### src/rtl/lif_pkg.sv
// Shared definitions for the leaky integrate-and-fire pipeline: default widths and the
// fire-stage state encoding.
package lif_pkg;

  localparam int unsigned LifWidth    = 8;
  localparam int unsigned LifCntWidth = 8;

  typedef enum logic [1:0] {
    LifIdle    = 2'd0,
    LifFire    = 2'd1,
    LifRefract = 2'd2
  } lif_fire_state_t;

endpackage

### src/rtl/lif_evt_reg.sv
// One-entry valid/ready holding register for spike timestamps, with a sticky flag that
// records any event dropped because the entry was still occupied.
module lif_evt_reg #(
  parameter int unsigned DataWidth = 8
) (
  input  logic                 clk,
  input  logic                 reset_n,
  input  logic                 push_i,
  input  logic [DataWidth-1:0] push_data_i,
  input  logic                 ready_i,
  output logic                 valid_o,
  output logic [DataWidth-1:0] data_o,
  output logic                 overflow_o
);

  logic                 valid_q, valid_d;
  logic [DataWidth-1:0] data_q, data_d;
  logic                 overflow_q, overflow_d;

  always_comb begin
    valid_d    = valid_q;
    data_d     = data_q;
    overflow_d = overflow_q;
    if (push_i) begin
      // A handshake completing on the push edge frees the slot for the new event.
      if (!valid_q || ready_i) begin
        valid_d = 1'b1;
        data_d  = push_data_i;
      end else begin
        overflow_d = 1'b1;
      end
    end else if (valid_q && ready_i) begin
      valid_d = 1'b0;
    end
  end

  always_ff @(posedge clk) begin
    if (!reset_n) begin
      valid_q    <= 1'b0;
      data_q     <= '0;
      overflow_q <= 1'b0;
    end else begin
      valid_q    <= valid_d;
      data_q     <= data_d;
      overflow_q <= overflow_d;
    end
  end

  assign valid_o    = valid_q;
  assign data_o     = data_q;
  assign overflow_o = overflow_q;

endmodule

### src/rtl/lif_spike_gen.sv
// Threshold-and-fire stage with refractory period and timestamped spike events.
// Define LIF_SPIKE_COUNT_EN to build the saturating spike counter and spike_count port.
module lif_spike_gen
  import lif_pkg::*;
#(
  parameter int unsigned WIDTH          = LifWidth,
  parameter int unsigned REFRACT_CYCLES = 4,
  parameter int unsigned CNT_WIDTH      = LifCntWidth
) (
  input  logic                 clk,
  input  logic                 reset_n,
  input  logic [WIDTH-1:0]     membrane,
  input  logic [WIDTH-1:0]     threshold,
  input  logic                 cnt_clr,
  output logic                 spike,
  output logic                 refractory,
  output logic                 current_gate,
  output logic                 evt_valid,
  input  logic                 evt_ready,
  output logic [CNT_WIDTH-1:0] evt_time,
  output logic                 evt_overflow
`ifdef LIF_SPIKE_COUNT_EN
  ,
  output logic [CNT_WIDTH-1:0] spike_count
`endif
);

  localparam logic [1:0] StIdle    = LifIdle;
  localparam logic [1:0] StFire    = LifFire;
  localparam logic [1:0] StRefract = LifRefract;

  localparam int unsigned RcW = (REFRACT_CYCLES > 1) ? $clog2(REFRACT_CYCLES) : 1;
  localparam logic [RcW-1:0] RcLoad = RcW'((REFRACT_CYCLES == 0) ? 0 : REFRACT_CYCLES - 1);

  logic [1:0]           state_q, state_d;
  logic [RcW-1:0]       rcnt_q, rcnt_d;
  logic [CNT_WIDTH-1:0] tick_q, tick_d;
  logic                 fire_edge;

  always_comb begin
    state_d   = state_q;
    rcnt_d    = rcnt_q;
    fire_edge = 1'b0;
    case (state_q)
      StIdle: begin
        if (membrane >= threshold) begin
          fire_edge = 1'b1;
          state_d   = StFire;
        end
      end
      StFire: begin
        if (REFRACT_CYCLES == 0) begin
          state_d = StIdle;
        end else begin
          state_d = StRefract;
          rcnt_d  = RcLoad;
        end
      end
      StRefract: begin
        if (rcnt_q == '0) begin
          state_d = StIdle;
        end else begin
          rcnt_d = rcnt_q - RcW'(1);
        end
      end
      default: state_d = StIdle;
    endcase
  end

  assign tick_d = tick_q + CNT_WIDTH'(1);

  always_ff @(posedge clk) begin
    if (!reset_n) begin
      state_q <= StIdle;
      rcnt_q  <= '0;
      tick_q  <= '0;
    end else begin
      state_q <= state_d;
      rcnt_q  <= rcnt_d;
      tick_q  <= tick_d;
    end
  end

  assign spike        = (state_q == StFire);
  assign refractory   = (state_q == StRefract);
  assign current_gate = (state_q == StIdle);

  lif_evt_reg #(
    .DataWidth (CNT_WIDTH)
  ) u_evt_reg (
    .clk         (clk),
    .reset_n     (reset_n),
    .push_i      (fire_edge),
    .push_data_i (tick_q),
    .ready_i     (evt_ready),
    .valid_o     (evt_valid),
    .data_o      (evt_time),
    .overflow_o  (evt_overflow)
  );

`ifdef LIF_SPIKE_COUNT_EN
  logic [CNT_WIDTH-1:0] count_q, count_d;

  always_comb begin
    count_d = count_q;
    if (cnt_clr) begin
      count_d = '0;
    end else if ((state_q == StFire) && (count_q != '1)) begin
      count_d = count_q + CNT_WIDTH'(1);
    end
  end

  always_ff @(posedge clk) begin
    if (!reset_n) begin
      count_q <= '0;
    end else begin
      count_q <= count_d;
    end
  end

  assign spike_count = count_q;
`else
  logic unused_cnt_clr;
  assign unused_cnt_clr = cnt_clr;
`endif

endmodule

### config.mk
export PLATFORM = sky130hd
export DESIGN_NAME = lif_spike_gen
export DESIGN_NICKNAME = d
export VERILOG_FILES = /design/src/rtl/lif_pkg.sv /design/src/rtl/lif_evt_reg.sv /design/src/rtl/lif_spike_gen.sv
export SDC_FILE = /design/constraint.sdc
export NUM_CORES = 1
export LEC_CHECK = 0
export ABC_AREA = 0
export CAP_MARGIN = 10
export CORE_ASPECT_RATIO = 1.2
export CORE_MARGIN = 5
export CORE_UTILIZATION = 45
export CTS_CLUSTER_DIAMETER = 150
export DETAILED_ROUTE_END_ITERATION = 7
export GPL_TIMING_DRIVEN = 0
export PLACE_DENSITY = 0.74
export SYNTH_ARGS = -nofsm -noshare
export SYNTH_HDL_FRONTEND = slang
export SYNTH_HIERARCHICAL = 1
export SYNTH_SLANG_ARGS = --single-unit
### constraint.sdc
create_clock -name clk -period 3.76 [get_ports clk]
set_input_delay 0.564 -clock clk [delete_from_list [all_inputs] [get_ports clk]]
set_output_delay 0.564 -clock clk [all_outputs]
set_load 0.02 [all_outputs]
* Yosys cells after proc, flatten, opt, wreduce, memory -nomap -nowiden
Cells that the tools add are included.
Word-level totals: register bits after elaboration 22, bits in latches 0, memory bits (writable) 0, ROM bits 0, bits of input ports 20, word-level logic and storage cells 38, memories 0
Cells by class: $add $sub $neg 2, multiply operators 0, divide/modulo/power cells 0, order comparisons 1, equality and inequality tests 6, shift operators 0, multiplexer cells 10, bitwise logic cells 1, reduce and logical (&&, ||, !) cells 12
Operators with widths (number):
- $reduce_and A2 Y1 | 5
- $add A8 B1 Y8 const B | 1
- $ge A8 B8 Y1 | 1
- $mux W2 | 3
- $ne A2 B1 Y1 const B | 3
- $pmux W2 S3 | 1
- $mux W1 | 5
- $logic_not A2 Y1 | 2
- $pmux W2 S2 | 1
- $reduce_bool A2 Y1 | 2
- $eq A2 B1 Y1 const B | 1
- $eq A2 B2 Y1 const B | 1
- $ne A2 B2 Y1 const B | 1
- $sub A2 B1 Y2 const B | 1
- $logic_and A1 B1 Y1 | 1
- $logic_not A1 Y1 | 1
- $logic_or A1 B1 Y1 | 1
- $not A1 Y1 | 1

* Logic depth before layout (Yosys ltp)
Gate-level depths: netlist of run 1.
depth after elaboration 5, mapped depth 8

* Modules after synthesis
Netlist of run 1, hierarchy kept.
By module, submodules not included:
- lif_spike_gen | instances 1, cells each 83, area an instance 713.2 um2
- lif_evt_reg | instances 1, cells each 42, area an instance 405.4 um2

* Worst setup path before layout of run 1
No wires, ideal clock.
kind input -> register, start point input port membrane[0], end point register u_evt_reg.data_q[0], in the netlist u_evt_reg/data_o[0], setup time 119 ps, arrival 1958 ps, slack 1683 ps, stages 8, buffers on the path 1, path through inv_1 -> ha_1 -> nand2b_1 -> a2111oi_2 -> o32ai_1 -> nor2b_2 -> buf_6 -> mux2i_1
Between the ends: longest elaborated chain between the ends 4
Ends and longest elaborated chain:
- start, declared | RTL line lif_spike_gen.sv:12 | input logic [WIDTH-1:0] membrane,
- $ge A8 B8 Y1 | RTL line lif_spike_gen.sv:46 | if (membrane >= threshold) begin
- $mux W1 | RTL line lif_spike_gen.sv:46
- $mux W1 | RTL line lif_spike_gen.sv:44 | case (state_q)
- net fire_edge | RTL line lif_spike_gen.sv:38 | logic fire_edge;
- $reduce_and A2 Y1 (no line)
- end signal, assigned | RTL line lif_evt_reg.sv:44 | data_q <= data_d;
- end, declared | RTL line lif_evt_reg.sv:17 | logic [DataWidth-1:0] data_q, data_d;
The timed path passes the listed nets, and every way through them passes these cells. A chain may end at the register's enable or synchronous reset.

* Final worst setup path of run 1
start point input port membrane[0], end point register u_evt_reg.data_q[7], in the netlist u_evt_reg/data_o[7]
Same word-level chain as after synthesis.

==> reports/results.tsv, run 1 <==
stage	metric	value	unit
route	DR vias/cell	4.974	
cells_and_area	Storage cell area	440.4	µm²
critical_path	CP Buf/Inv Count	3	
critical_path	WP data arrival	2.58	ns
floorplanning	total core area	0.002330	mm²
global_route	initial antenna violation count	0	
yosys	cells taking the most area after synthesis	dfxtp_1 39%, ha_1 11%, mux2i_1 7.2%, nand2_1 6.4%, inv_1 3.7%	
worst_hold_path	WHS Path Cells	2	
critical_path	CP max stage cell	clkdlybuf4s50_1	
floorplanning	Initial Util	48.01	%
critical_path	CP delay by family, top	compound AO/OA/AOI/OAI gates	
yosys	post-synth cell types	32	
sta	Slew Limit Headroom	70.10	%
cells_and_area	fin nets	191	
cells_and_area	Layout Area Growth over Synthesis	34.45	%
placed_design	Post-DP HPWL	1.801	mm
cells_and_area	multi-input logic area	604.3	µm²
yosys	register area share after synthesis	39.37	%
critical_path	Largest stage delay, worst path	0.45	ns
cells_and_area	# diodes	0	
clock_tree	CTS tree	built	
clock_tree	Worst-Skew Late Latency	0.30	ns
route	Residual DRC	0	
global_route	first-pass GRT wire length	3.981	mm
critical_path	Worst path depth	9	
sta	Worst Tran Pin Value	0.4471	ns
floorplanning	row count	19	
sta	Final min period	2.383	ns
placed_design	Area after DPL	0.001468	mm²
critical_path	worst reg-to-reg path cell count	7	
clock_tree	CTS Buf Count	3	
route	DR vias	950	
clock_tree	Clock Tree Root	clkbuf_4	
critical_path	WS Path Type	input port to flop	
yosys	post-synth top area share	39.37	%
yosys	FF+latch count, synth	22	
cells_and_area	ratio of cells with drive above 1 in the final layout	8.125	%
worst_hold_path	hold path start	u_evt_reg/data_o[2]	
route	Routed wire per std cell	11.51	µm
yosys	Syn Area/Cell	8.949	µm²
global_route	largest net degree at the start of global routing	13	
floorplanning	width of the die	55.51	µm
critical_path	worst r2r src	state_q[1]	
clock_tree	H-tree depth	1	
job	MaxCap Viol Count	0	
clock_tree	hold buffers post-CTS	0	
sta	unrepaired setup endpoints after global routing	no	
outcome	outcome	completed	
placed_design	Port Buf Inserts	31	
sta	Final Setup Violations	0	
placed_design	gpl congestion	0.6782	
floorplanning	die height	64.62	µm
global_route	GRT Total Usage	13.60	%
critical_path	crit end category	flop	
critical_path	crit path cell chain	clkdlybuf4s50_1 > inv_1 > ha_1 > nand2b_1 > a2111oi_2 > o32ai_1 > nor2b_2 > buf_6 > mux2i_1	
global_route	vias in the first global route	981	
floorplanning	I/O pin cnt	33	
route	antenna-violating nets left	0	
sta	clk_skew	0.003655	ns
route	DRT Pass-1 Iters	3	
route	total wire length	2.199	mm
pwr	VDD IR max	0.1984	mV
sta	fin. max-slew vios	0	
route	Initial DRC Count	16	
yosys	Post-Synthesis Cells	125	
yosys	predominant post-synthesis flop cell	dfxtp_1	
critical_path	Req. time, crit path	3.96	ns
yosys	area leader, netlist	dfxtp_1	
yosys	syn_nets	155	
clock_tree	postcts setup bufs	0	
cells_and_area	# fillers	218	
yosys	Synth warnings	6	
sta	Max Fclk	419.7	MHz
clock_tree	CTS clk-pin slew, worst paths	0.12	ns
clock_tree	clk sinks	22	
yosys	Mapped Area	0.001119	mm²
worst_hold_path	Hold Crit Class	flop to flop	
yosys	synth cell count leaders	22 x dfxtp_1, 19 x nand2_1, 11 x inv_1, 10 x ha_1	
clock_tree	Max clock buf depth	2	
pwr	pwr/cell area	332.3	mW/mm²
clock_tree	post-CTS resize count	0	
cells_and_area	design area	0.001504	mm²
yosys	top-count cell post-synth	dfxtp_1	
yosys	ys async rst share	0	%
yosys	EDFF count, synth	0	
critical_path	Max FO, Critical Path	8	
pwr	LEAKAGE	0.0005982	µW
global_route	total grt overflow	0	
critical_path	critical path startpoint category	input port	
floorplanning	die area	0.003587	mm²
critical_path	CP Launch Point	membrane[0]	
sta	Final Hold Violating Endpoints	0	
sta	setup TNS	0	ns
sta	Period Utilization, post-route	63.37	%
-- state kept, by name (all words and copies together) (netlist names) --
| register | cells |
|---|---|
| u_evt_reg/overflow_o | 1 |
| rcnt_q | 2 |
| u_evt_reg/data_o | 8 |
| state_q | 2 |
| u_evt_reg/valid_o | 1 |
| tick_q | 8 |
-- through the flow --
step           total power, µW  worst slack, ns  hold slack, ns  util (%)  instances
6_report                 499.7            1.377          0.4679     64.55        191
5_1_grt                  532.0            1.222          0.4996     64.55        191
4_1_cts                  504.8            1.359          0.4737     64.55        191
3_5_place_dp             379.9            1.038          0.4562     63.00        187
3_3_place_gp             375.2            1.059          0.4419     63.00        187
2_1_floorplan            332.0            1.683          0.4400         -        125
-- worst paths after layout --
| check | to | slack, ns |
|---|---|---|
| setup reg to reg | u_evt_reg/data_o[7] | 2.10 |
| hold reg to reg | u_evt_reg/data_o[2] | 0.47 |
| setup / recovery | u_evt_reg/data_o[7] | 1.38 |
| hold / removal | u_evt_reg/data_o[2] | 0.47 |
-- cell type report --
cell class                      count  share of cell area, %
Multi-Input combinational cell     87                  40.18
Sequential cell                    22                  29.28
Timing Repair Buffer               31                  20.63
Inverter                           12                  2.995
Tap cell                           31                  2.579
Clock buffer                        4                  2.413
Buffer                              4                  1.913
-- cell families (layout without fill, tap and decap cells) --
kind of cell | Yosys count | count (layout) | share of synthesized area (%)
adders and majority gates | 10 | 10 | 11.19
DFF | 22 | 22 | 39.37
AOI/OAI and AO/OA | 23 | 23 | 13.20
muxes | 8 | 8 | 7.159
buffers and inverters | 16 | 51 | 6.599
and+or+nand+nor | 43 | 43 | 20.14
xor gates and xnor gates | 3 | 3 | 2.349
-- layer usage --
metal	wire (µm)	GRT usage (%)	share of wire (%)
met1	865	13.33	39
met2	1138	26.04	52
met3	161	3.373	7.3
met4	34	7.295	1.5
met5	0	0	0
-- cell usage in the layout (no fill, tap or decap), types with 2 or more instances in the layout --
cell type,instances
clkbuf_4,3
o21ai_0,8
a21oi_1,7
nand3b_1,2
or3_1,3
o32ai_1,2
clkdlybuf4s50_1,31
nor2_1,6
nand2_1,19
nand3_1,2
dfxtp_1,22
nor2b_1,3
inv_1,11
buf_2,2
mux2i_1,8
ha_1,10
xor2_1,2
o21a_1,2
-- tightest hold or removal path, cell delays in order, from the launching register on --
cell	delay, ns
dfxtp_1	0.33
nand2_1	0.05
mux2i_1	0.05
-- report_power, final --
part | internal, µW | leakage [µW] | total, µW | switching (µW)
sequential | 245 | 0.000179 | 255 | 10.1
clock | 59.0 | 0.0000210 | 126 | 67.3
combinational | 65.0 | 0.000398 | 119 | 53.8
total | 369 | 0.000598 | 500 | 131
(Power assumes the default switching activity.)
==> run 2, diff against run 1 <==
Settings changed: CORE_UTILIZATION 45 to 41, PLACE_DENSITY 0.74 to 0.71.
Clock period 3.76 ns to 1.95 ns, I/O delays scaled along.
==> run 2 against run 1 <==
Compared with the run above:
- sequential cell count unchanged
- non-clock buffer count up 3
- critical path depth unchanged
- register-to-register slack worse by 1.7 ns
- power up 120%
- largest power group unchanged
==> reports/results.tsv, run 2 (synthesized netlist as in run 1, its figures left out) <==
stage	metric	value	unit	change
global_route	GRT Total Usage	13.17	%	-0.43 points
clock_tree	Clock Tree Root	clkbuf_4		
worst_hold_path	Hold Crit Class	flop to flop		
sta	Final min period	1.886	ns	
sta	Period Utilization, post-route	96.73	%	
global_route	first-pass GRT wire length	4.057	mm	+1.9%
worst_hold_path	hold path start	u_evt_reg/data_o[5]		
cells_and_area	Storage cell area	441.7	µm²	+0.28%
clock_tree	Max clock buf depth	2		unchanged
route	Routed wire per std cell	12.11	µm	+5.2%
critical_path	WP data arrival	2.12	ns	-0.46 ns
route	DRT Pass-1 Iters	4		+1
pwr	LEAKAGE	0.0006653	µW	+11%
job	MaxCap Viol Count	0		unchanged
route	DR vias/cell	5.015		+0.83%
pwr	VDD IR max	0.3459	mV	+74%
critical_path	Worst path depth	9		unchanged
cells_and_area	# diodes	0		unchanged
floorplanning	Initial Util	43.40	%	-4.6 points
outcome	outcome	completed		
cells_and_area	design area	0.001628	mm²	+8.2%
worst_hold_path	WHS Path Cells	2		unchanged
sta	fin. max-slew vios	0		unchanged
critical_path	critical path startpoint category	input port		
placed_design	gpl congestion	0.7050		+4.0%
placed_design	Port Buf Inserts	31		unchanged
sta	Slew Limit Headroom	79.72	%	+9.6 points
sta	setup ws final	0.06377	ns	-1.313 ns
clock_tree	CTS tree	built		
cells_and_area	commonest non-fill, non-tap cell in the layout	clkdlybuf4s50_1		
global_route	total grt overflow	0		unchanged
critical_path	Largest stage delay, worst path	0.47	ns	+0.02 ns
critical_path	Max FO, Critical Path	8		unchanged
critical_path	CP max stage cell	clkdlybuf4s50_1		
critical_path	worst r2r src	state_q[1]		
clock_tree	clk sinks	22		unchanged
floorplanning	row count	20		+1
cells_and_area	ratio of cells with drive above 1 in the final layout	15.34	%	+7.2 points
route	DR vias	983		+3.5%
pwr	Pwr Total	1111	µW	+120%
sta	clk_skew	0.004755	ns	+0.001100 ns
clock_tree	CTS Buf Count	3		unchanged
floorplanning	width of the die	57.68	µm	+3.9%
floorplanning	die height	67.22	µm	+4.0%
cells_and_area	commonest cells after routing, fill and taps aside	28 x clkdlybuf4s50_1, 21 x dfxtp_1, 19 x nand2_1, 9 x inv_1		
critical_path	WS Path Type	input port to flop		
sta	Final Hold Violating Endpoints	0		unchanged
critical_path	CP delay by family, top	buffers and inverters		
clock_tree	CTS clk-pin slew, worst paths	0.12	ns	about the same
floorplanning	total core area	0.002577	mm²	+11%
floorplanning	I/O pin cnt	33		unchanged
global_route	largest net degree at the start of global routing	14		+1
route	Initial DRC Count	9		-7
sta	Max Fclk	530.2	MHz	
sta	Worst Tran Pin Value	0.3042	ns	-0.1429 ns
global_route	initial antenna violation count	0		unchanged
placed_design	Area after DPL	0.001470	mm²	+0.17%
clock_tree	H-tree depth	1		unchanged
sta	Final Setup Violations	0		unchanged
placed_design	Post-DP HPWL	1.858	mm	+3.2%
cells_and_area	Layout Area Growth over Synthesis	45.53	%	
critical_path	CP Buf/Inv Count	3		unchanged
route	antenna-violating nets left	0		unchanged
cells_and_area	multi-input logic area	673.1	µm²	+11%
critical_path	worst reg-to-reg path cell count	7		unchanged
sta	unrepaired setup endpoints after global routing	yes		
cells_and_area	fin nets	194		+1.6%
floorplanning	die area	0.003877	mm²	+8.1%
placed_design	pre-CTS setup slack	-0.5222	ns	-1.560 ns
route	Residual DRC	0		unchanged
critical_path	CP Launch Point	threshold[7]		
pwr	pwr/cell area	682.6	mW/mm²	+110%
clock_tree	Worst-Skew Late Latency	0.30	ns	about the same
global_route	vias in the first global route	1085		+11%
cells_and_area	# fillers	235		+7.8%
critical_path	Req. time, crit path	2.19	ns	-1.77 ns
route	total wire length	2.374	mm	+8.0%
critical_path	crit path cell chain	clkdlybuf4s50_1 > inv_2 > ha_4 > and3_4 > a221oi_2 > o32ai_2 > nor2b_4 > buf_12 > mux2i_1		
critical_path	crit end category	flop		
run 2: changes by cell type in the layout (fill, tap and decap cells not counted), moves of 2 or more:
| cell | previous run | this run |
|---|---|---|
| ha_4 | 0 | 2 |
| dlymetal6s2s_1 | 0 | 2 |
| buf_4 | 1 | 4 |
| ha_1 | 10 | 8 |
| inv_1 | 11 | 9 |
| inv_2 | 0 | 2 |
| clkdlybuf4s50_1 | 31 | 28 |
run 2: cell type report:
class                   count  share of cell area [%]
plain buffers               3                   1.076
clock buffers               3                   1.384
clock inverters             1                   1.845
inverters                  12                   2.767
multi-input cells          87                   41.35
flip-flops and latches     22                   27.13
well taps                  33                   2.537
repair buffers             35                   21.91
run 2: metal layers:
layer / track usage [%] / wire length [µm]
met5: 0 / 0
met4: 4.928 / 14
met3: 3.442 / 160
met2: 27.54 / 1262
met1: 11.63 / 937
run 2: tightest hold or removal path: stages, from the launching register on:
cell and delay [ns]:
dfxtp_1 0.33, nand2_1 0.05, mux2i_1 0.05
run 2: final timing paths:
path | slack [ns] | end
max | 0.06 | u_evt_reg/data_o[0]
min | 0.47 | u_evt_reg/data_o[5]
max reg2reg | 0.38 | u_evt_reg/data_o[0]
min reg2reg | 0.47 | u_evt_reg/data_o[5]
run 2: power by group:
part           internal [µW]  leakage (µW)  switching (µW)  total [µW]
clock                    208     0.0000279             138         346
combinational            154      0.000458             119         274
sequential               472      0.000179            19.5         492
total                    834      0.000665             277        1110
run 2: stage by stage:
stage | TNS, ns | instances | hold WS, ns | utilization, %
2_1_floorplan | 0 | 125 | 0.4142 | -
3_3_place_gp | -4.319 | 189 | 0.4423 | 57.04
3_5_place_dp | -4.695 | 189 | 0.4561 | 57.04
4_1_cts | 0 | 196 | 0.4733 | 61.26
5_1_grt | -0.04574 | 196 | 0.5061 | 63.16
6_report | 0 | 196 | 0.4692 | 63.16
run 2: repair_timing:
item | in CTS | in global routing
hold buffers | 0 | 0
pin swaps | 3 | 2
gates resized for setup | 6 | 8
setup buffers | 3 | 6
setup endpoints to repair | 9 | 9
